### config.mk
export PLATFORM = sky130hd
export DESIGN_NAME = zad5_logic_cell_flat
export DESIGN_NICKNAME = d
export VERILOG_FILES = /design/src/rtl/zad5_logic_cell_if.sv /design/src/rtl/zad5_logic_cell.sv /design/src/flat_wrapper.sv
export SDC_FILE = /design/constraint.sdc
export NUM_CORES = 1
export LEC_CHECK = 0
export ABC_AREA = 1
export CAP_MARGIN = 10
export CORE_ASPECT_RATIO = 1.2
export CORE_MARGIN = 2
export CORE_UTILIZATION = 39
export DETAILED_ROUTE_END_ITERATION = 7
export GPL_TIMING_DRIVEN = 0
export PLACE_DENSITY = 0.71
export SLEW_MARGIN = 10
export SYNTH_ARGS = -nofsm -noshare
export SYNTH_HDL_FRONTEND = slang
export SYNTH_SLANG_ARGS = --single-unit
### constraint.sdc
create_clock -name clk -period 1.7 [get_ports clk]
set_clock_uncertainty 0.15 [all_clocks]
set_input_delay 0.34 -clock clk [delete_from_list [all_inputs] [get_ports clk]]
set_output_delay 0.34 -clock clk [all_outputs]
set_load 0.01 [all_outputs]
### src/rtl/zad5_logic_cell_if.sv
// Port bundle for the programmable two-input logic cell: operands, table
// configuration and counter clear in, combinational/registered results out.
interface zad5_logic_cell_if #(
    parameter int CNT_W = 8
);
    logic             a;
    logic             b;
    logic             cfg_we;
    logic [3:0]       cfg_tt;
    logic             cnt_clr;
    logic             c;
    logic             c_q;
    logic             rise;
    logic             fall;
    logic [3:0]       tt_q;
    logic [CNT_W-1:0] tog_cnt;

    modport master (
        output a, b, cfg_we, cfg_tt, cnt_clr,
        input  c, c_q, rise, fall, tt_q, tog_cnt
    );

    modport slave (
        input  a, b, cfg_we, cfg_tt, cnt_clr,
        output c, c_q, rise, fall, tt_q, tog_cnt
    );
endinterface

### src/rtl/zad5_logic_cell.sv
// Two-input logic cell driven by a 4-bit truth table, with a registered copy
// of the result, rise/fall pulses on that copy and a saturating toggle counter.
module zad5_logic_cell #(
    parameter logic [3:0] TT_INIT = 4'b0110,
    parameter int         CNT_W   = 8
) (
    input  logic                   clk,
    input  logic                   rst,
    zad5_logic_cell_if.slave       bus
);
    logic [3:0]       tt_q,   tt_d;
    logic             c_q,    c_d;
    logic             rise_q, rise_d;
    logic             fall_q, fall_d;
    logic [CNT_W-1:0] cnt_q,  cnt_d;
    logic             c_w;

    // The table lookup always uses the pre-edge table, so a write only
    // affects c (and hence c_q) from the cycle after it lands.
    assign c_w = tt_q[{bus.a, bus.b}];

    always_comb begin
        tt_d   = tt_q;
        c_d    = c_w;
        rise_d = c_w & ~c_q;
        fall_d = ~c_w & c_q;
        cnt_d  = cnt_q;
        if (bus.cfg_we) begin
            tt_d = bus.cfg_tt;
        end
        // Clear takes priority over counting a coincident transition.
        if (bus.cnt_clr) begin
            cnt_d = '0;
        end else if ((c_w != c_q) && (cnt_q != {CNT_W{1'b1}})) begin
            cnt_d = cnt_q + 1'b1;
        end
    end

    always_ff @(posedge clk or posedge rst) begin
        if (rst) begin
            tt_q   <= TT_INIT;
            c_q    <= 1'b0;
            rise_q <= 1'b0;
            fall_q <= 1'b0;
            cnt_q  <= '0;
        end else begin
            tt_q   <= tt_d;
            c_q    <= c_d;
            rise_q <= rise_d;
            fall_q <= fall_d;
            cnt_q  <= cnt_d;
        end
    end

    assign bus.c       = c_w;
    assign bus.c_q     = c_q;
    assign bus.rise    = rise_q;
    assign bus.fall    = fall_q;
    assign bus.tt_q    = tt_q;
    assign bus.tog_cnt = cnt_q;
endmodule

### src/flat_wrapper.sv
// flat-port wrapper written by rule: the top's interface ports become plain ports
module zad5_logic_cell_flat 
#(
    parameter logic [3:0] TT_INIT = 4'b0110,
    parameter int         CNT_W   = 8
)
  (clk, rst, bus_a, bus_b, bus_cfg_we, bus_cfg_tt, bus_cnt_clr, bus_c, bus_c_q, bus_rise, bus_fall, bus_tt_q, bus_tog_cnt);
  zad5_logic_cell_if #(.CNT_W(CNT_W)) bus_i ();
  input  logic clk;
  input  logic rst;
  input wire logic [$bits(bus_i.a)-1:0] bus_a;
  input wire logic [$bits(bus_i.b)-1:0] bus_b;
  input wire logic [$bits(bus_i.cfg_we)-1:0] bus_cfg_we;
  input wire logic [$bits(bus_i.cfg_tt)-1:0] bus_cfg_tt;
  input wire logic [$bits(bus_i.cnt_clr)-1:0] bus_cnt_clr;
  output wire logic [$bits(bus_i.c)-1:0] bus_c;
  output wire logic [$bits(bus_i.c_q)-1:0] bus_c_q;
  output wire logic [$bits(bus_i.rise)-1:0] bus_rise;
  output wire logic [$bits(bus_i.fall)-1:0] bus_fall;
  output wire logic [$bits(bus_i.tt_q)-1:0] bus_tt_q;
  output wire logic [$bits(bus_i.tog_cnt)-1:0] bus_tog_cnt;
  assign bus_i.a = bus_a;
  assign bus_i.b = bus_b;
  assign bus_i.cfg_we = bus_cfg_we;
  assign bus_i.cfg_tt = bus_cfg_tt;
  assign bus_i.cnt_clr = bus_cnt_clr;
  assign bus_c = bus_i.c;
  assign bus_c_q = bus_i.c_q;
  assign bus_rise = bus_i.rise;
  assign bus_fall = bus_i.fall;
  assign bus_tt_q = bus_i.tt_q;
  assign bus_tog_cnt = bus_i.tog_cnt;
  zad5_logic_cell #(.TT_INIT(TT_INIT), .CNT_W(CNT_W)) u_core (.clk(clk), .rst(rst), .bus(bus_i));
endmodule
; Word-level counts from Yosys, hierarchy flattened
; Cells that the tools add are included.
[totals]
reg_bits = 15
in_bits = 10
out_inout_bits = 16
word_cells = 19
[classes]
n_addsub = 1
order_cmp = 1
n_eq_ne = 2
muxes = 4
n_bitwise = 4
reduce_logical = 2
[op_table]
columns = op, n
row1 = 2-to-1 mux 8 bit, 2
row2 = adder 8 x 1 -> 8 bit (second input constant), 1
row3 = inequality test 8 bit (second input constant), 1
row4 = less-than comparator 2 x 3 -> 1 bit (second input constant), 1
row5 = AND 1 bit, 2
row6 = binary-select mux 1 bit (select 2 bit), 1
row7 = NOT 1 bit, 2
row8 = nonzero test 2 bit, 1
row9 = logical AND 1 bit, 1
row10 = 2-to-1 mux 1 bit, 1
row11 = inequality test 1 bit, 1

; Longest topological paths before layout
; Gate-level depths: netlist (run 1).
[logic_depth]
depth_word = 6
mapped_depth = 10
ltp_nobuf = 10

; Worst setup path before layout (run 1)
; OpenSTA, ideal clock, no wires.
[synth_path]
kind = register to register
from = register u_core.tt_q[1], in the netlist u_core.bus.tt_q[1]
to = register u_core.cnt_q[7], in the netlist u_core.bus.tog_cnt[7]
setup_time_ns = 0.118
arrival_time_ns = 1.693
required_ns = 1.432
setup_slack_ns = -0.261
stages_incl_launch_ff = 10
path_buffers = 0
synth_period_minus_slack_ns = 1.961
path_cell_list = dfstp_2 > nand2_1 > a32oi_1 > ha_1 > inv_1 > nand2_2 > nand2_4 > clkinv_4 > nand2_1 > nand2_1
[synth_via]
elab_chain_cells = 5
[synth_rtl]
columns = item, line_no
row1 = "start, declared", zad5_logic_cell.sv:11  ; logic [3:0] tt_q, tt_d;
row2 = "start signal, assigned", zad5_logic_cell.sv:47  ; tt_q <= tt_d;
row3 = binary-select mux 1 bit (select 2 bit), zad5_logic_cell.sv:20  ; assign c_w = tt_q[{bus.a, bus.b}];
row4 = 2-to-1 mux 1 bit (implied by the code), zad5_logic_cell.sv:20
row5 = named net bus_c, flat_wrapper.sv:16  ; output wire logic [$bits(bus_i.c)-1:0] bus_c;
row6 = inequality test 1 bit, zad5_logic_cell.sv:34  ; end else if ((c_w != c_q) && (cnt_q != {CNT_W{1'b1}})) begin
row7 = logical AND 1 bit, zad5_logic_cell.sv:34
row8 = nonzero test 2 bit (no line), -
row9 = "end signal, assigned", zad5_logic_cell.sv:51  ; cnt_q <= cnt_d;
row10 = "end, declared", zad5_logic_cell.sv:15  ; logic [CNT_W-1:0] cnt_q, cnt_d;
; The timed path passes the listed nets, and every way through them passes these cells. The select of a mux whose other input is x is not followed.
; A chain may end at the register's enable or synchronous reset.

; Final worst setup path (run 1)
[layout_path]
from = register u_core.tt_q[1], in the netlist u_core.bus.tt_q[1]
to = register u_core.cnt_q[7], in the netlist u_core.bus.tog_cnt[7]
[layout_via]
elab_chain_cells = 5
[layout_rtl]
columns = item, line_no
row1 = binary-select mux 1 bit (select 2 bit), zad5_logic_cell.sv:20
row2 = 2-to-1 mux 1 bit (implied by the code), zad5_logic_cell.sv:20
row3 = inequality test 1 bit, zad5_logic_cell.sv:34
row4 = logical AND 1 bit, zad5_logic_cell.sv:34
row5 = nonzero test 2 bit (no line), -
; No other way between the ends. The select of a mux whose other input is x is not followed.

==> results of run 1 <==
-- final cells by class --
type	instances	area [um^2]	area share
Multi-Input combinational cell	62	400	0.321
Tap cell	19	23.8	0.0191
Sequential cell	15	378	0.303
Timing Repair Buffer	38	358	0.287
Clock buffer	4	26.3	0.0211
Inverter	15	61.3	0.0491
-- worst max path at each step --
| stage | end | slack (ns) | depth (start not counted) |
|---|---|---|---|
| global route | u_core.bus.tog_cnt[1]$_DFFE_PP0P_ | -0.22 | 10 |
| finish | u_core.bus.tog_cnt[7]$_DFFE_PP0P_ | -0.12 | 10 |
| floorplan | u_core.bus.tog_cnt[3]$_DFFE_PP0P_ | -0.11 | 9 |
| global placement | bus_c | -0.58 | 5 |
| CTS | u_core.bus.tog_cnt[1]$_DFFE_PP0P_ | -0.12 | 10 |
| detailed placement | bus_c | -0.60 | 5 |
-- registers in the layout (all words and copies together) (netlist names) --
name                flops
u_core.bus.c_q          1
u_core.bus.tt_q         4
u_core.bus.tog_cnt      8
u_core.bus.fall         1
u_core.bus.rise         1
-- critical path, stage by stage, from the launching register on --
cell and delay (ns):
dfstp_2 0.54, nand2_2 0.05, a32oi_2 0.20, buf_4 0.15
ha_4 0.20, inv_2 0.06, nand2_2 0.06, nand2_4 0.11
clkinv_4 0.09, nand2_1 0.06, nand2_1 0.04
-- through the flow --
stage,util,instance area (um^2)
final,0.666,1250
after CTS,0.650,1220
after global routing,0.666,1250
after detailed placement,0.572,1070
after global placement,0.572,1070
after floorplan,-,796
-- synthesized netlist by cell type, drive strengths merged --
master,instances,area (um^2)
mux2,4,45.0
nand2,30,130
xor2,1,8.76
inv,14,52.6
a32oi,1,8.76
nand3,6,30.0
dfrtp,13,325
ha,3,37.5
nor2,7,33.8
a21oi,6,30.0
o21ai,3,15.0
dfstp,2,52.6
clkinv,1,8.76
nand4,1,6.26
-- report_power, final --
part	switching (uW)	total [uW]	internal [uW]	leakage, uW
logic	139	298	159	0.000486
clock network	111	202	91.2	0.0000150
registers	20.3	411	391	0.000192
-- layout by cell type, fill, tap and decap left out --
cell type,count
a21oi_1,3
a21oi_2,2
a21oi_4,1
a32oi_2,1
buf_12,1
buf_2,1
buf_4,12
clkbuf_1,1
clkbuf_4,3
clkdlybuf4s15_1,1
clkdlybuf4s50_1,10
clkinv_4,1
dfrtp_1,13
dfstp_2,2
dlygate4sd2_1,8
dlymetal6s2s_1,5
ha_1,2
ha_4,1
inv_1,12
inv_2,2
mux2_2,4
nand2_1,20
nand2_2,9
nand2_4,1
nand3_1,6
nand4_1,1
nor2_1,6
nor2_4,1
o21ai_0,1
o21ai_1,1
o21ai_2,1
xor2_1,1
-- routing by layer --
metal  GRT usage  up-vias  share of wire
met5           0        -              0
met4       0.103        0          0.022
met3      0.0307        4          0.070
met2       0.314       27           0.52
met1       0.177      353           0.39
li1            -      380              -
-- logic make-up (layout without fill, tap and decap cells) --
logic type	Yosys count	after routing	synth area share
flip-flops	15	15	0.482
buffers and inverters	15	57	0.0782
AO/OA/AOI/OAI	10	10	0.0686
AND/OR/NAND/NOR	44	44	0.255
adder cells (fa/ha/maj)	3	3	0.0479
XOR/XNOR	1	1	0.0112
multiplexers	4	4	0.0574
-- what timing repair did --
item / 4_1_cts / 5_1_grt
setup buffers: 12 / 1
pin swaps: 1 / 3
cloned: 0 / 0
setup endpoints to repair: 21 / 15
resized for setup: 20 / 10
==> impl_metrics.json, run 1 <==
{
  "die_y_um": 53.1,
  "antenna_found_initial": 0,
  "timing.hold.ws_ns": 0.254,
  "dp_hpwl_mm": 1.23,
  "cts_buffers": 3,
  "worstSetupEndpointType": "flop",
  "fp-row-count": 17,
  "grt_max_degree": 16,
  "seq_area_frac_synth": 0.482,
  "syn_area_um2": 785,
  "syn_avg_cell_area_um2": 8.53,
  "diodes": 0,
  "setup_viol": 9,
  "clk_pin_slew_ns": 0.08,
  "final_max_slew_viol_count": 0,
  "min_period_ns": 1.82,
  "violations": "setup timing",
  "relSlewSlack": 0.625,
  "vdd_drop_max_uv": 396,
  "grt_usage": 0.173,
  "start_util": 0.419,
  "max_cap_violations": 0,
  "cts_max_level": 1,
  "ys_warn_count": 0,
  "power_density_nw_per_um2": 730,
  "cts_root_buffer": "clkbuf_4",
  "gp_congestion": 0.848,
  "finalWorstSetupSlack_ns": -0.123,
  "max_freq_ghz": 0.549,
  "first_pass_iters": 4,
  "p_leak_uw": 0.000693,
  "status": "finished, violations left",
  "nets": 148,
  "r2r_slack_ns": -0.12,
  "grt_pass1_wl_mm": 2.90,
  "vias": 764,
  "worstSetupPathType": "flop to flop",
  "rsz0062_at_grt": "true",
  "ios": 26,
  "ys_seq_elements": 15,
  "wl_mm": 1.78,
  "power.total_uw": 911,
  "rr_worst_depth": 10,
  "grt_remaining_overflow": 0,
  "antenna_left": 0,
  "crit_path_max_fanout": 5,
  "stdcell_count": 153,
  "post_drt_wl_per_cell_um": 11.6,
  "io_buffers": 25,
  "vias_per_cell": 4.99,
  "initialDrtViolationCount": 6,
  "worstHoldPathType": "primary input to async pin",
  "critPathLaunch": "u_core.bus.tt_q[1]$_DFFE_PP1P_",
  "drc": 0,
  "cp-start-kind": "flop",
  "r2r-end": "u_core.bus.tog_cnt[7]$_DFFE_PP0P_",
  "clock_path_buffers": 2,
  "drive_gt1_frac": 0.321,
  "syn_inst": 92,
  "first_global_vias": 726,
  "place_inst": 136,
  "core_um2": 1870,
  "worst_pin_slew_ns": 0.562,
  "setup_tns_ns": -0.812,
  "synth.distinct_cells": 18,
  "syn_to_final_growth_pct": 59.0,
  "cts_hold_buf": 0,
  "cts_tree": "yes",
  "numClockSinks": 15,
  "clock_latency_ns": 0.28,
  "synth_nets": 105,
  "die_w_um": 44.9,
  "pre_cts_ws_ns": -0.599,
  "nFillCells": 165,
  "cp.required_ns": 1.73,
  "hold_viol": 0,
  "fin_crit_sh": 1.07,
  "cp.arrival_ns": 1.86,
  "r2r_start": "u_core.bus.tt_q[1]$_DFFE_PP1P_",
  "die_area_um2": 2390
}
(Power assumes the default switching activity.)
==> run 2, diff against run 1 <==
--- a/config.mk
+++ b/config.mk
@@ -5,7 +5,7 @@
 export SDC_FILE = /design/constraint.sdc
 export NUM_CORES = 1
 export LEC_CHECK = 0
-export ABC_AREA = 1
+export ABC_AREA = 0
 export CAP_MARGIN = 10
 export CORE_ASPECT_RATIO = 1.2
 export CORE_MARGIN = 2
==> impl_metrics.json, run 2 <==
{
  "vdd_drop_max_uv": 645,
  "gp_congestion": 0.747,
  "yosys.area.top_type": "dfrtp_1",
  "setup_tns_ns": -3.00,
  "cts_root_buffer": "clkbuf_4",
  "vias_per_cell": 5.45,
  "p_int_uw": 672,
  "fin_crit_sh": 1.30,
  "yosys.area_share.simple": 0.175,
  "nFillCells": 139,
  "final_area_um2": 1250,
  "r2r_slack_ns": -0.50,
  "multi_input_area_um2": 428,
  "cts_buffers": 3,
  "critPathLaunch": "u_core.bus.tt_q[3]$_DFFE_PP0P_",
  "power_density_nw_per_um2": 755,
  "die_w_um": 43.9,
  "grt_use_met1": 0.174,
  "combPwrFrac": 0.318,
  "synth_top_family_by_area": "simple AND/OR/NAND/NOR gates",
  "utilization": 0.682,
  "dp_hpwl_mm": 1.13,
  "fp-row-count": 17,
  "die_area_um2": 2280,
  "timing.hold.ws_ns": 0.242,
  "syn_area_um2": 744,
  "worst_pin_slew_ns": 0.573,
  "drive_gt1_frac": 0.410,
  "ys_warn_count": 0,
  "relSlewSlack": 0.617,
  "antenna_found_initial": 0,
  "largest_register_ffs": 8,
  "cp-start-kind": "flop",
  "status": "finished, violations left",
  "clockPowerShare": 0.226,
  "yosysTopAreaCellShare": 0.437,
  "met3_usage": 0.0104,
  "crit_chain": "mux4_2 -> ha_4 -> nand4b_4 -> buf_4 -> buf_6 -> o41ai_4 -> a21oi_2",
  "synth_area_leaders": "dfrtp_1 (44%), mux2_2 (7.6%), dfstp_2 (7.1%), ha_1 (5.0%), a31oi_1 (3.4%)",
  "max_cap_violations": 0,
  "area.sequential_um2": 383,
  "diodes": 0,
  "clock_latency_ns": 0.29,
  "first_pass_iters": 4,
  "swShare": 0.287,
  "cp.arrival_ns": 2.22,
  "syn_inst": 62,
  "setup_viol": 9,
  "antenna_left": 0,
  "worstSetupPathType": "flop to flop",
  "synth.distinct_cells": 29,
  "drc": 0,
  "core_um2": 1830,
  "initialDrtViolationCount": 10,
  "io_buffers": 24,
  "numClockSinks": 15,
  "start_util": 0.407,
  "grt_usage": 0.165,
  "grt_pass1_wl_mm": 2.73,
  "vias": 676,
  "cts_tree": "yes",
  "first_global_vias": 651,
  "min_period_ns": 2.20,
  "synth_nets": 75,
  "yosys-top-cells-count": "dfrtp_1 (13), mux2_2 (5), a31oi_1 (4)",
  "post_drt_wl_per_cell_um": 14.6,
  "synth_edf_count": 0,
  "synthFlopType": "dfrtp_1",
  "final_common_cell": "buf_4",
  "synth_fa_ha_area_frac": 0.0504,
  "nets": 119,
  "rr_worst_depth": 7,
  "muxShareOfSynthArea": 0.119,
  "die_y_um": 51.9,
  "r2r-end": "u_core.bus.tog_cnt[7]$_DFFE_PP0P_",
  "clock_path_buffers": 2,
  "wl_mm": 1.81,
  "syn_avg_cell_area_um2": 12.0,
  "worstHoldPathType": "primary input to async pin",
  "yosysMostFrequentCell": "dfrtp_1",
  "cp.required_ns": 1.71,
  "slowest_delay_ns": 0.51,
  "cts_hold_buf": 0,
  "p_leak_uw": 0.000656,
  "p_sw_uw": 270,
  "ys_seq_elements": 15,
  "grt_max_degree": 16,
  "cpLargestDelayFamily": "multiplexers",
  "cts_max_level": 1,
  "syn_to_final_growth_pct": 67.6,
  "grt_busiest_layer": "met2",
  "grtUsageMet2": 0.299,
  "synth-xor-area-share": 0,
  "clk_pin_slew_ns": 0.10,
  "r2r_start": "u_core.bus.tt_q[3]$_DFFE_PP0P_",
  "seq_area_frac_synth": 0.508,
  "finalWorstSetupSlack_ns": -0.505,
  "async_flop_share": 1.00,
  "critical_path_buf_inv_count": 2,
  "violations": "setup timing",
  "p_seq_frac": 0.456,
  "final_max_slew_viol_count": 0,
  "grt_remaining_overflow": 0,
  "crit_path_max_fanout": 4,
  "rsz0062_at_grt": "true",
  "max_freq_ghz": 0.454,
  "ios": 26,
  "hold_viol": 0,
  "final_cell_mix": "buf_4 (13), clkdlybuf4s50_1 (9), dlygate4sd2_1 (9), dfrtp_1 (9), dlymetal6s2s_1 (5)",
  "crit_slowest_cell": "mux4_2",
  "placed_area_um2": 1030,
  "synth_compound_area_frac": 0.121,
  "worstSetupEndpointType": "flop"
}
run 2: per-layer routing:
metal / vias up / wire length (um)
met5: - / 0
met4: 0 / 57
met3: 7 / 57
met2: 18 / 939
met1: 326 / 752
li1: 325 / -
run 2: worst max path at each step:
stage / to / slack (ns) / cells after the start
2_1_floorplan: u_core.bus.tog_cnt[7]$_DFFE_PP0P_ / -0.45 / 5
3_3_place_gp: u_core.bus.tog_cnt[7]$_DFFE_PP0P_ / -0.91 / 6
3_5_place_dp: u_core.bus.tog_cnt[7]$_DFFE_PP0P_ / -0.93 / 6
4_1_cts: u_core.bus.tog_cnt[7]$_DFFE_PP0P_ / -0.49 / 5
5_1_grt: u_core.bus.tog_cnt[7]$_DFFE_PP0P_ / -0.56 / 5
6_report: u_core.bus.tog_cnt[7]$_DFFE_PP0P_ / -0.50 / 7
run 2: final cells by class:
cell class                 instances  area share
buffer                             2     0.00702
clock buffer                       3      0.0181
clock inverter                     1     0.00602
inverter                           3     0.00903
multi-input combinational         42       0.343
sequential                        15       0.307
tap                               19      0.0191
timing repair buffer              39       0.291
run 2: kinds of logic after synthesis:
family          Yosys count
buf+inv                   5
compound gates           13
flops                    15
mux                       7
simple gates             19
fa+ha+maj                 3
run 2: stage by stage:
| stage | setup slack, ns | total power [uW] | instances |
|---|---|---|---|
| floorplan | -0.447 | 563 | 62 |
| global placement | -0.913 | 682 | 105 |
| detailed placement | -0.929 | 685 | 105 |
| CTS | -0.492 | 953 | 123 |
| global route | -0.562 | 997 | 124 |
| finish | -0.505 | 942 | 124 |
run 2: timing repair:
action / in CTS / in global routing
setup endpoints to repair: 21 / 14
pin swaps: 4 / 6
resized for setup: 23 / 9
endpoints found under the hold margin: 0 / 0
setup buffers: 14 / 1
run 2: power groups by stage:
stage / combinational [uW] / clock (uW) / sequential [uW]
6_report: 299 / 213 / 430
5_1_grt: 323 / 236 / 438
4_1_cts: 302 / 220 / 431
3_5_place_dp: 242 / 0 / 443
3_3_place_gp: 240 / 0 / 442
2_1_floorplan: 108 / 0 / 455
